===== src/rtl/mvm_uart_host.sv =====
// Host-side UART initiator for the MVM link: serializes the K/X operand bus onto tx and
// reassembles result bytes from rx. Optional response timeout: define MVM_HOST_TIMEOUT_EN.
module mvm_uart_host #(
    parameter int CLOCKS_PER_PULSE = 200_000_000 / 9600,
    parameter int BITS_PER_WORD    = 8,
    parameter int PACKET_SIZE_TX   = BITS_PER_WORD + 2,
    parameter int R                = 8,
    parameter int C                = 8,
    parameter int W_X              = 8,
    parameter int W_K              = 8,
    parameter int W_Y_OUT          = 32,
    parameter int TIMEOUT_PULSES   = 64,
    localparam int W_BUS_KX        = R * C * W_K + C * W_X,
    localparam int W_BUS_Y         = R * W_Y_OUT
) (
    input  logic                clk,
    input  logic                rstn,
    // Both ports: a beat transfers on a rising edge where valid && ready are both high;
    // the source holds valid and its payload stable until that edge.
    input  logic                s_valid,
    output logic                s_ready,
    input  logic [W_BUS_KX-1:0] s_data,
    output logic                m_valid,
    input  logic                m_ready,
    output logic [W_BUS_Y-1:0]  m_data,
    output logic                tx,
    input  logic                rx,
    output logic                err,
    output logic [1:0]          dbg_state,
    output logic [2:0]          dbg_rx_state
);

    localparam int N_TX      = (W_BUS_KX + BITS_PER_WORD - 1) / BITS_PER_WORD;
    localparam int N_RX      = (W_BUS_Y + BITS_PER_WORD - 1) / BITS_PER_WORD;
    localparam int W_TXB     = N_TX * BITS_PER_WORD;
    localparam int W_RXB     = N_RX * BITS_PER_WORD;
    localparam int CW        = $clog2(CLOCKS_PER_PULSE + 1);
    localparam int HALF      = (CLOCKS_PER_PULSE / 2 > 0) ? CLOCKS_PER_PULSE / 2 : 1;
    localparam int TX_BIT_W  = $clog2(PACKET_SIZE_TX);
    localparam int TX_BYTE_W = $clog2(N_TX + 1);
    localparam int RX_BIT_W  = $clog2(BITS_PER_WORD);
    localparam int RX_IDX_W  = $clog2(N_RX + 1);
    localparam int N_STOP    = PACKET_SIZE_TX - 1 - BITS_PER_WORD;
    localparam int FSW       = PACKET_SIZE_TX - 1;
    localparam logic [N_STOP-1:0] STOP_ONES = '1;

    typedef enum logic [1:0] {IDLE, SEND, WAIT_RESP, HOLD} state_t;
    typedef enum logic [2:0] {RX_IDLE, RX_START, RX_DATA, RX_STOP, RX_WAIT_HIGH} rx_state_t;

    state_t                state;
    rx_state_t             rx_state;
    logic [W_TXB-1:0]      s_pad;
    logic [W_TXB-1:0]      tx_buf;
    logic [FSW-1:0]        frame_sh;
    logic [CW-1:0]         tx_clk;
    logic [TX_BIT_W-1:0]   tx_bit;
    logic [TX_BYTE_W-1:0]  tx_byte;
    logic [W_RXB-1:0]      y_buf;
    logic [RX_IDX_W-1:0]   rx_idx;
    logic                  rx_q1, rx_q2;
    logic [CW-1:0]         rx_cnt;
    logic [RX_BIT_W-1:0]   rx_bits;
    logic [BITS_PER_WORD-1:0] rx_sh;
    logic                  rx_done, rx_ferr, timeout;

    assign s_pad        = W_TXB'(s_data);
    assign m_data       = y_buf[W_BUS_Y-1:0];
    assign dbg_state    = state;
    assign dbg_rx_state = rx_state;
    assign rx_done = (rx_state == RX_STOP) && (rx_cnt == CW'(CLOCKS_PER_PULSE - 1)) && rx_q2;
    assign rx_ferr = (rx_state == RX_STOP) && (rx_cnt == CW'(CLOCKS_PER_PULSE - 1)) && !rx_q2;

`ifdef MVM_HOST_TIMEOUT_EN
    localparam int TOW = $clog2(TIMEOUT_PULSES + 1);
    logic [CW-1:0]  to_clk;
    logic [TOW-1:0] to_pulse;

    assign timeout = (state == WAIT_RESP) && (rx_state == RX_IDLE)
                     && (to_clk == CW'(CLOCKS_PER_PULSE - 1))
                     && (to_pulse == TOW'(TIMEOUT_PULSES - 1));

    // Bit periods of silence; any receiver activity or a fresh byte restarts the count.
    always_ff @(posedge clk or negedge rstn) begin
        if (!rstn) begin
            to_clk   <= '0;
            to_pulse <= '0;
        end else if (state != WAIT_RESP || rx_state != RX_IDLE) begin
            to_clk   <= '0;
            to_pulse <= '0;
        end else if (to_clk == CW'(CLOCKS_PER_PULSE - 1)) begin
            to_clk   <= '0;
            to_pulse <= to_pulse + 1'b1;
        end else begin
            to_clk <= to_clk + 1'b1;
        end
    end
`else
    // Without the counter the link waits for the response indefinitely.
    assign timeout = (TIMEOUT_PULSES < 0);
`endif

    always_ff @(posedge clk or negedge rstn) begin
        if (!rstn) begin
            rx_q1    <= 1'b1;
            rx_q2    <= 1'b1;
            rx_state <= RX_IDLE;
            rx_cnt   <= '0;
            rx_bits  <= '0;
            rx_sh    <= '0;
        end else begin
            rx_q1 <= rx;
            rx_q2 <= rx_q1;
            case (rx_state)
                RX_IDLE: begin
                    if (!rx_q2) begin
                        rx_cnt   <= '0;
                        rx_state <= RX_START;
                    end
                end
                RX_START: begin
                    if (rx_cnt == CW'(HALF - 1)) begin
                        rx_cnt   <= '0;
                        rx_bits  <= '0;
                        rx_state <= rx_q2 ? RX_IDLE : RX_DATA;
                    end else begin
                        rx_cnt <= rx_cnt + 1'b1;
                    end
                end
                RX_DATA: begin
                    if (rx_cnt == CW'(CLOCKS_PER_PULSE - 1)) begin
                        rx_cnt <= '0;
                        rx_sh  <= {rx_q2, rx_sh[BITS_PER_WORD-1:1]};
                        if (rx_bits == RX_BIT_W'(BITS_PER_WORD - 1)) rx_state <= RX_STOP;
                        else rx_bits <= rx_bits + 1'b1;
                    end else begin
                        rx_cnt <= rx_cnt + 1'b1;
                    end
                end
                RX_STOP: begin
                    if (rx_cnt == CW'(CLOCKS_PER_PULSE - 1)) begin
                        rx_cnt   <= '0;
                        rx_state <= rx_q2 ? RX_IDLE : RX_WAIT_HIGH;
                    end else begin
                        rx_cnt <= rx_cnt + 1'b1;
                    end
                end
                RX_WAIT_HIGH: if (rx_q2) rx_state <= RX_IDLE;
                default:      rx_state <= RX_IDLE;
            endcase
        end
    end

    always_ff @(posedge clk or negedge rstn) begin
        if (!rstn) begin
            state    <= IDLE;
            s_ready  <= 1'b1;
            m_valid  <= 1'b0;
            y_buf    <= '0;
            tx       <= 1'b1;
            err      <= 1'b0;
            tx_buf   <= '0;
            frame_sh <= '1;
            tx_clk   <= '0;
            tx_bit   <= '0;
            tx_byte  <= '0;
            rx_idx   <= '0;
        end else begin
            err <= rx_ferr | timeout;
            case (state)
                IDLE: begin
                    if (s_valid && s_ready) begin
                        tx_buf   <= s_pad >> BITS_PER_WORD;
                        frame_sh <= {STOP_ONES, s_pad[BITS_PER_WORD-1:0]};
                        tx       <= 1'b0;
                        tx_clk   <= '0;
                        tx_bit   <= '0;
                        tx_byte  <= '0;
                        s_ready  <= 1'b0;
                        state    <= SEND;
                    end
                end
                SEND: begin
                    if (tx_clk == CW'(CLOCKS_PER_PULSE - 1)) begin
                        tx_clk <= '0;
                        if (tx_bit == TX_BIT_W'(PACKET_SIZE_TX - 1)) begin
                            tx_bit <= '0;
                            if (tx_byte == TX_BYTE_W'(N_TX - 1)) begin
                                tx     <= 1'b1;
                                rx_idx <= '0;
                                state  <= WAIT_RESP;
                            end else begin
                                tx_byte  <= tx_byte + 1'b1;
                                tx       <= 1'b0;
                                frame_sh <= {STOP_ONES, tx_buf[BITS_PER_WORD-1:0]};
                                tx_buf   <= tx_buf >> BITS_PER_WORD;
                            end
                        end else begin
                            tx_bit   <= tx_bit + 1'b1;
                            tx       <= frame_sh[0];
                            frame_sh <= {1'b1, frame_sh[FSW-1:1]};
                        end
                    end else begin
                        tx_clk <= tx_clk + 1'b1;
                    end
                end
                WAIT_RESP: begin
                    if (timeout) begin
                        y_buf   <= '0;
                        s_ready <= 1'b1;
                        state   <= IDLE;
                    end else if (rx_done) begin
                        // Bytes shift down from the top so the first one lands in the LSBs.
                        y_buf <= {rx_sh, y_buf[W_RXB-1:BITS_PER_WORD]};
                        if (rx_idx == RX_IDX_W'(N_RX - 1)) begin
                            m_valid <= 1'b1;
                            state   <= HOLD;
                        end else begin
                            rx_idx <= rx_idx + 1'b1;
                        end
                    end
                end
                HOLD: begin
                    if (m_ready) begin
                        m_valid <= 1'b0;
                        s_ready <= 1'b1;
                        state   <= IDLE;
                    end
                end
                default: state <= IDLE;
            endcase
        end
    end

endmodule


===== config.mk =====
export PLATFORM = sky130hd
export DESIGN_NAME = mvm_uart_host
export DESIGN_NICKNAME = d
export VERILOG_FILES = /design/src/rtl/mvm_uart_host.sv
export SDC_FILE = /design/constraint.sdc
export NUM_CORES = 2
export LEC_CHECK = 0
export CAP_MARGIN = 20
export CORE_ASPECT_RATIO = 0.5
export CORE_UTILIZATION = 40
export DETAILED_ROUTE_END_ITERATION = 10
export GPL_TIMING_DRIVEN = 1
export PLACE_DENSITY = 0.65
export SYNTH_ARGS = -nofsm -noshare
export SYNTH_HDL_FRONTEND = slang
export SYNTH_SLANG_ARGS = --single-unit

===== constraint.sdc =====
create_clock -name clk -period 3.2 [get_ports clk]
set_input_delay 0.64 -clock clk [delete_from_list [all_inputs] [get_ports clk]]
set_output_delay 0.64 -clock clk [all_outputs]
set_load 0.03 [all_outputs]

# Word-level counts from Yosys, hierarchy flattened
# Index checks and enable logic that the tools add are counted.
dict set report classes {
  n_addsub 6
  n_eq_ne 31
  muxes 64
  reduce_logical 27
}
# cell n
set op_table {}
lappend op_table {{$mux 576} 4}
lappend op_table {{$pmux 576 s2} 1}
lappend op_table {{$mux 15} 5}
lappend op_table {{$pmux 15 s3} 1}
lappend op_table {{$mux 9} 4}
lappend op_table {{$add 15x1->15 const B} 2}
lappend op_table {{$eq 15x15->1 const B} 2}
lappend op_table {{$mux 3} 10}
lappend op_table {{$mux 6} 5}
lappend op_table {{$ne 2x2->1 const B} 15}
lappend op_table {{$pmux 15 s2} 1}
lappend op_table {{$mux 7} 4}
lappend op_table {{$pmux 9 s2} 1}
lappend op_table {{$mux 2} 8}
lappend op_table {{$eq 15x14->1 const B} 1}
lappend op_table {{$pmux 3 s5} 1}
lappend op_table {{$pmux 7 s2} 1}
lappend op_table {{$mux 4} 3}
lappend op_table {{$pmux 6 s2} 1}
lappend op_table {{$reduce_and 4->1} 3}
lappend op_table {{$reduce_and 6->1} 2}
lappend op_table {{$reduce_bool 2->1} 5}
lappend op_table {{$mux 1} 8}
lappend op_table {{$pmux 2 s4} 1}
lappend op_table {{27 further kinds} 39}
dict set report totals {
  ff_bits 910
  in_bits 581
  out_inout_bits 265
  wordCells 146
}

# Logic depth before layout (Yosys ltp)
dict set report depth {
  depth_word 5
  depth_mapped 12
  ltp_nobuf 7
}

# Least setup slack after synthesis
# OpenSTA, ideal clock, no wires.
dict set report synth_timing {
  path_kind {register to register}
  startpoint {register state[1] (netlist: dbg_state[1])}
  endpoint {register tx_buf[371]}
  setup_ps 132
  t_arrival_ps 2466
  t_required_ps 3068
  path_slack_ps 602
  stages_incl_launch_ff 13
  path_buffers 5
  period_less_slack_ps 2598
  cell_sequence {dfrtp_1 inv_1 ha_1 buf_2 clkinv_1 o21ai_1 o211ai_2 buf_2 buf_4 buf_4 buf_4 nand2_1 o21ai_1}
}
dict set report synth_via {
  elab_chain_cells 3
  elab_cells_between_ends 9
  cone_classes {eq/ne: 5; mux: 1; reduce/logical: 3}
}
# element line
set synth_lines {}
lappend synth_lines {{start: declaration} 50} ;# state_t state;
lappend synth_lines {{start signal: assignment} 155} ;# state <= IDLE;
lappend synth_lines {{start signal: assignment} 179} ;# state <= SEND;
lappend synth_lines {{start signal: assignment} 190} ;# state <= WAIT_RESP;
lappend synth_lines {{$eq 2x1->1 or $logic_not 2->1 (tied branches)} 169} ;# case (state)
lappend synth_lines {{$ne 2x2->1 (no source line) or $reduce_bool 2->1 (tied branches)} -}
lappend synth_lines {{$reduce_and 5->1 (no source line)} -}
lappend synth_lines {{end signal: assignment} 172} ;# tx_buf <= s_pad >> BITS_PER_WORD;
lappend synth_lines {{end signal: assignment} 195} ;# tx_buf <= tx_buf >> BITS_PER_WORD;
lappend synth_lines {{end: declaration} 53} ;# logic [W_TXB-1:0] tx_buf;
# Parallel ways exist; a longest one is shown, timed or not.
# A chain may end at the register's enable or synchronous reset.

# Worst setup path in the final report
dict set report layout_timing {
  startpoint {register state[1] (netlist: dbg_state[1])}
  endpoint {register tx_buf[147]}
}
# Same word-level chain as after synthesis.

==> results.toml <==
[setup_path]
slowest_stage = "buf_12"
ff2ff_path_depth = 7
crit_start = "dbg_state[1]$_DFFE_PN0P_"
cp_common_cell = "buf_12"
critical_path_buf_inv_count = 4
rr_startpoint = "dbg_state[1]$_DFFE_PN0P_"
critPathArrivalTime_ns = 3.40
max_stage_delay_ns = 0.49
cp_top_family = "buffers and inverters"
worstPathRequired_ns = 3.72
worst-path-stages = 7
end_kind = "flip-flop"
critical_path_class = "reg2reg"
worstSetupStartpointType = "flip-flop"
path_max_fanout = 173
path_cells = "inv_1, ha_4, clkinv_1, o211ai_4, buf_12, buf_12, o21ai_0"
reg2reg_slack_ns = 0.32
reg2reg_to = "tx_buf[147]$_DFFE_PN0P_"
endpoint = "tx_buf[147]$_DFFE_PN0P_"

[detailed_routing]
via_per_inst = 4.96
vias = 28000
wl_per_cell_um = 20.3
route.detailed.drc = 0
dr.pass1.iters = 5
wl_mm = 115
ant_nets = 0
drt-initial-drc-count = 1651

[synthesis]
syn_area_mm2 = 0.0394
netlist_instances = 3456
ys.flop_type = "dfrtp_1"
seq_area_frac_synth_pct = 57.2
async_flop_share_pct = 100
synth_seq_cells = 901
synth_fp_nets = 4051
synth.avg_cell_area_um2 = 11.4
synth-warning-count = 0
yosysTopAreaCell = "dfrtp_1"
synth_cell_type_count = 65
synthTopCellsByArea = "dfrtp_1 (56%), mux2i_1 (15%), mux2_2 (7.8%)"
synth_edf_count = 0
yosysTopAreaCellShare_pct = 56.4

[placed_design]
io_buffers = 845
dpl.hpwl_mm = 85.1
globalplace.congestion = 0.880

[floorplanning]
ios = 846
die_w_um = 446
dieArea_mm2 = 0.0999
initial_core_util_pct = 40.9
die_h_um = 224
core-area_mm2 = 0.0965
rows = 80

[grt]
antenna_found_initial = 52
grt_pass1_vias = 28200
grt_pass1_wl_mm = 172
grt_util_all_layers_pct = 22.6
grt_overflow = 0
grt_max_degree = 174

[sta]
setup_tns_ns = 0
slew_headroom_pct = 20.8
fin_crit_ns = 2.88
worstMarginPinSlew_ns = 1.19
setup_violations = 0
rsz0062_at_grt = "false"
skew_ns = 0.0294
finalCritPeriodShare_pct = 89.9
fmax_ghz = 0.347
drv_slew = 0
hold_viol_final = 0

[min_path]
holdCritStartpoint = "rx_q1$_DFF_PN1_"
hp-class = "reg2reg"

[power_and_ir_drop]
power.density_mw_per_mm2 = 445
p_leak_uw = 0.0265
vdd_drop_max_mv = 0.425
total_power_uw = 23400

[cells_and_area]
final_nets = 4826
drive_above_1_share_pct = 12.0
area_delta_synth_final_pct = 33.4

[clocking]
cts_buffers = 85
clkSinkCount = 901
clk_pin_slew_ns = 0.06
insertion_delay_ns = 0.69
htreeDepth = 3
root_buffer = "clkbuf_16"
tritoncts = "yes"
cts_setup_buffers = 0
cts_buffer_depth = 3

[run_status]
status = "finished, final reports clean"

[run]
drv_cap = 0
cell usage after synthesis, types with 3 or more instances:
| master | number |
|---|---|
| a21o_1 | 4 |
| a21oi_1 | 22 |
| a22o_1 | 6 |
| a31oi_1 | 4 |
| and3_1 | 6 |
| buf_1 | 6 |
| buf_2 | 77 |
| buf_4 | 6 |
| buf_6 | 6 |
| clkbuf_1 | 138 |
| dfrtp_1 | 889 |
| dfstp_2 | 12 |
| ha_1 | 14 |
| inv_1 | 24 |
| mux2_2 | 274 |
| mux2i_1 | 575 |
| nand2_1 | 623 |
| nand2b_1 | 10 |
| nand3_1 | 37 |
| nand3b_1 | 4 |
| nand4_1 | 7 |
| nand4b_1 | 3 |
| nor2_1 | 35 |
| nor3_1 | 11 |
| nor4_1 | 3 |
| o211ai_1 | 3 |
| o21ai_0 | 405 |
| o21ai_1 | 187 |
| o31ai_1 | 8 |
| or3_1 | 3 |
| or4_1 | 3 |
| or4b_1 | 3 |
| xnor2_1 | 5 |
| xor2_1 | 4 |
metal layers:
metal  vias up  global-route usage (%)  wire, um
met5         -                       0        12
met4         2                    11.7      4590
met3       208                    4.30      4230
met2       504                    38.4     59000
met1     13700                    27.5     46900
li1      13600                       -         -
timing repair:
item,in CTS,in global routing
endpoints found under the hold margin,25,0
resized for setup,0,0
hold buffers,1,0
worst min-delay path by stage:
stage          depth (start not counted)                           to  slack (ns)
2_1_floorplan                          0  dbg_rx_state[0]$_DFFE_PN0P_        0.34
3_3_place_gp                           0              rx_q2$_DFF_PN1_        0.35
3_5_place_dp                           0              rx_q2$_DFF_PN1_        0.35
4_1_cts                                1              rx_q1$_DFF_PN1_        0.33
5_1_grt                                1              rx_q1$_DFF_PN1_        0.35
6_report                               0              rx_q2$_DFF_PN1_        0.36
state kept, by name (all words and copies together) (netlist names), 4 cells and up:
signal / cells
tx_buf: 568
m_data: 256
rx_cnt: 15
tx_clk: 15
frame_sh: 8
rx_sh: 8
tx_byte: 7
rx_idx: 6
tx_bit: 4
cell families (layout without fill, tap and decap cells):
kind of cell               count (synthesis)  after routing  share of synthesized area, %
xor gates and xnor gates                   9              9                         0.200
AOI/OAI and AO/OA                        658            658                          8.78
buffers and inverters                    258           1102                          2.87
and+or+nand+nor                          766            766                          8.03
other                                      0             44                             0
DFF                                      901            901                          57.2
adders and majority gates                 14             14                         0.444
muxes                                    850            850                          22.5
report_power, final:
part	internal (uW)	switching, uW	total, uW
Combinational	677	364	1040
Sequential	11400	2.21	11400
Clock	6390	4580	11000
cell usage in the layout, fill, tap and decap left out, types with 5 or more instances in the layout:
cell / n
nor2_1: 35
and3_1: 6
clkbuf_1: 14
diode_2: 44
mux2_2: 274
xnor2_1: 5
nand2b_1: 10
inv_1: 24
nand3_1: 37
mux2i_1: 575
o21ai_1: 186
buf_4: 46
a21oi_1: 22
nand4_1: 7
dfstp_2: 12
a22o_1: 6
clkbuf_8: 26
ha_1: 13
nand2_1: 623
buf_12: 29
nor3_1: 11
clkbuf_16: 88
o21ai_0: 405
dfrtp_1: 889
clkdlybuf4s50_1: 844
o31ai_1: 8
clkinv_2: 12
bufinv_16: 9
metrics by stage:
stage | hold WS, ns | std cells | area, um2 | utilization [%] | setup WS [ns]
2_1_floorplan | 0.344 | 3456 | 39400 | - | 0.602
3_3_place_gp | 0.348 | 5455 | 49500 | 51.3 | 0.515
3_5_place_dp | 0.348 | 5455 | 49500 | 51.3 | 0.393
4_1_cts | 0.328 | 5612 | 52500 | 54.4 | 0.382
5_1_grt | 0.346 | 5656 | 52600 | 54.5 | 0.126
6_report | 0.358 | 5656 | 52600 | 54.5 | 0.322
final cells by class:
cell class	instances	area [um2]
fill	8384	43900
sequential	901	22600
multi-input combinational	2297	15800
timing repair buffer	921	9400
clock buffer	128	2610
tap	1312	1640
clock inverter	28	405
antenna	44	110
inverter	25	93.8
No activity file was read; power rests on OpenSTA's default activity.
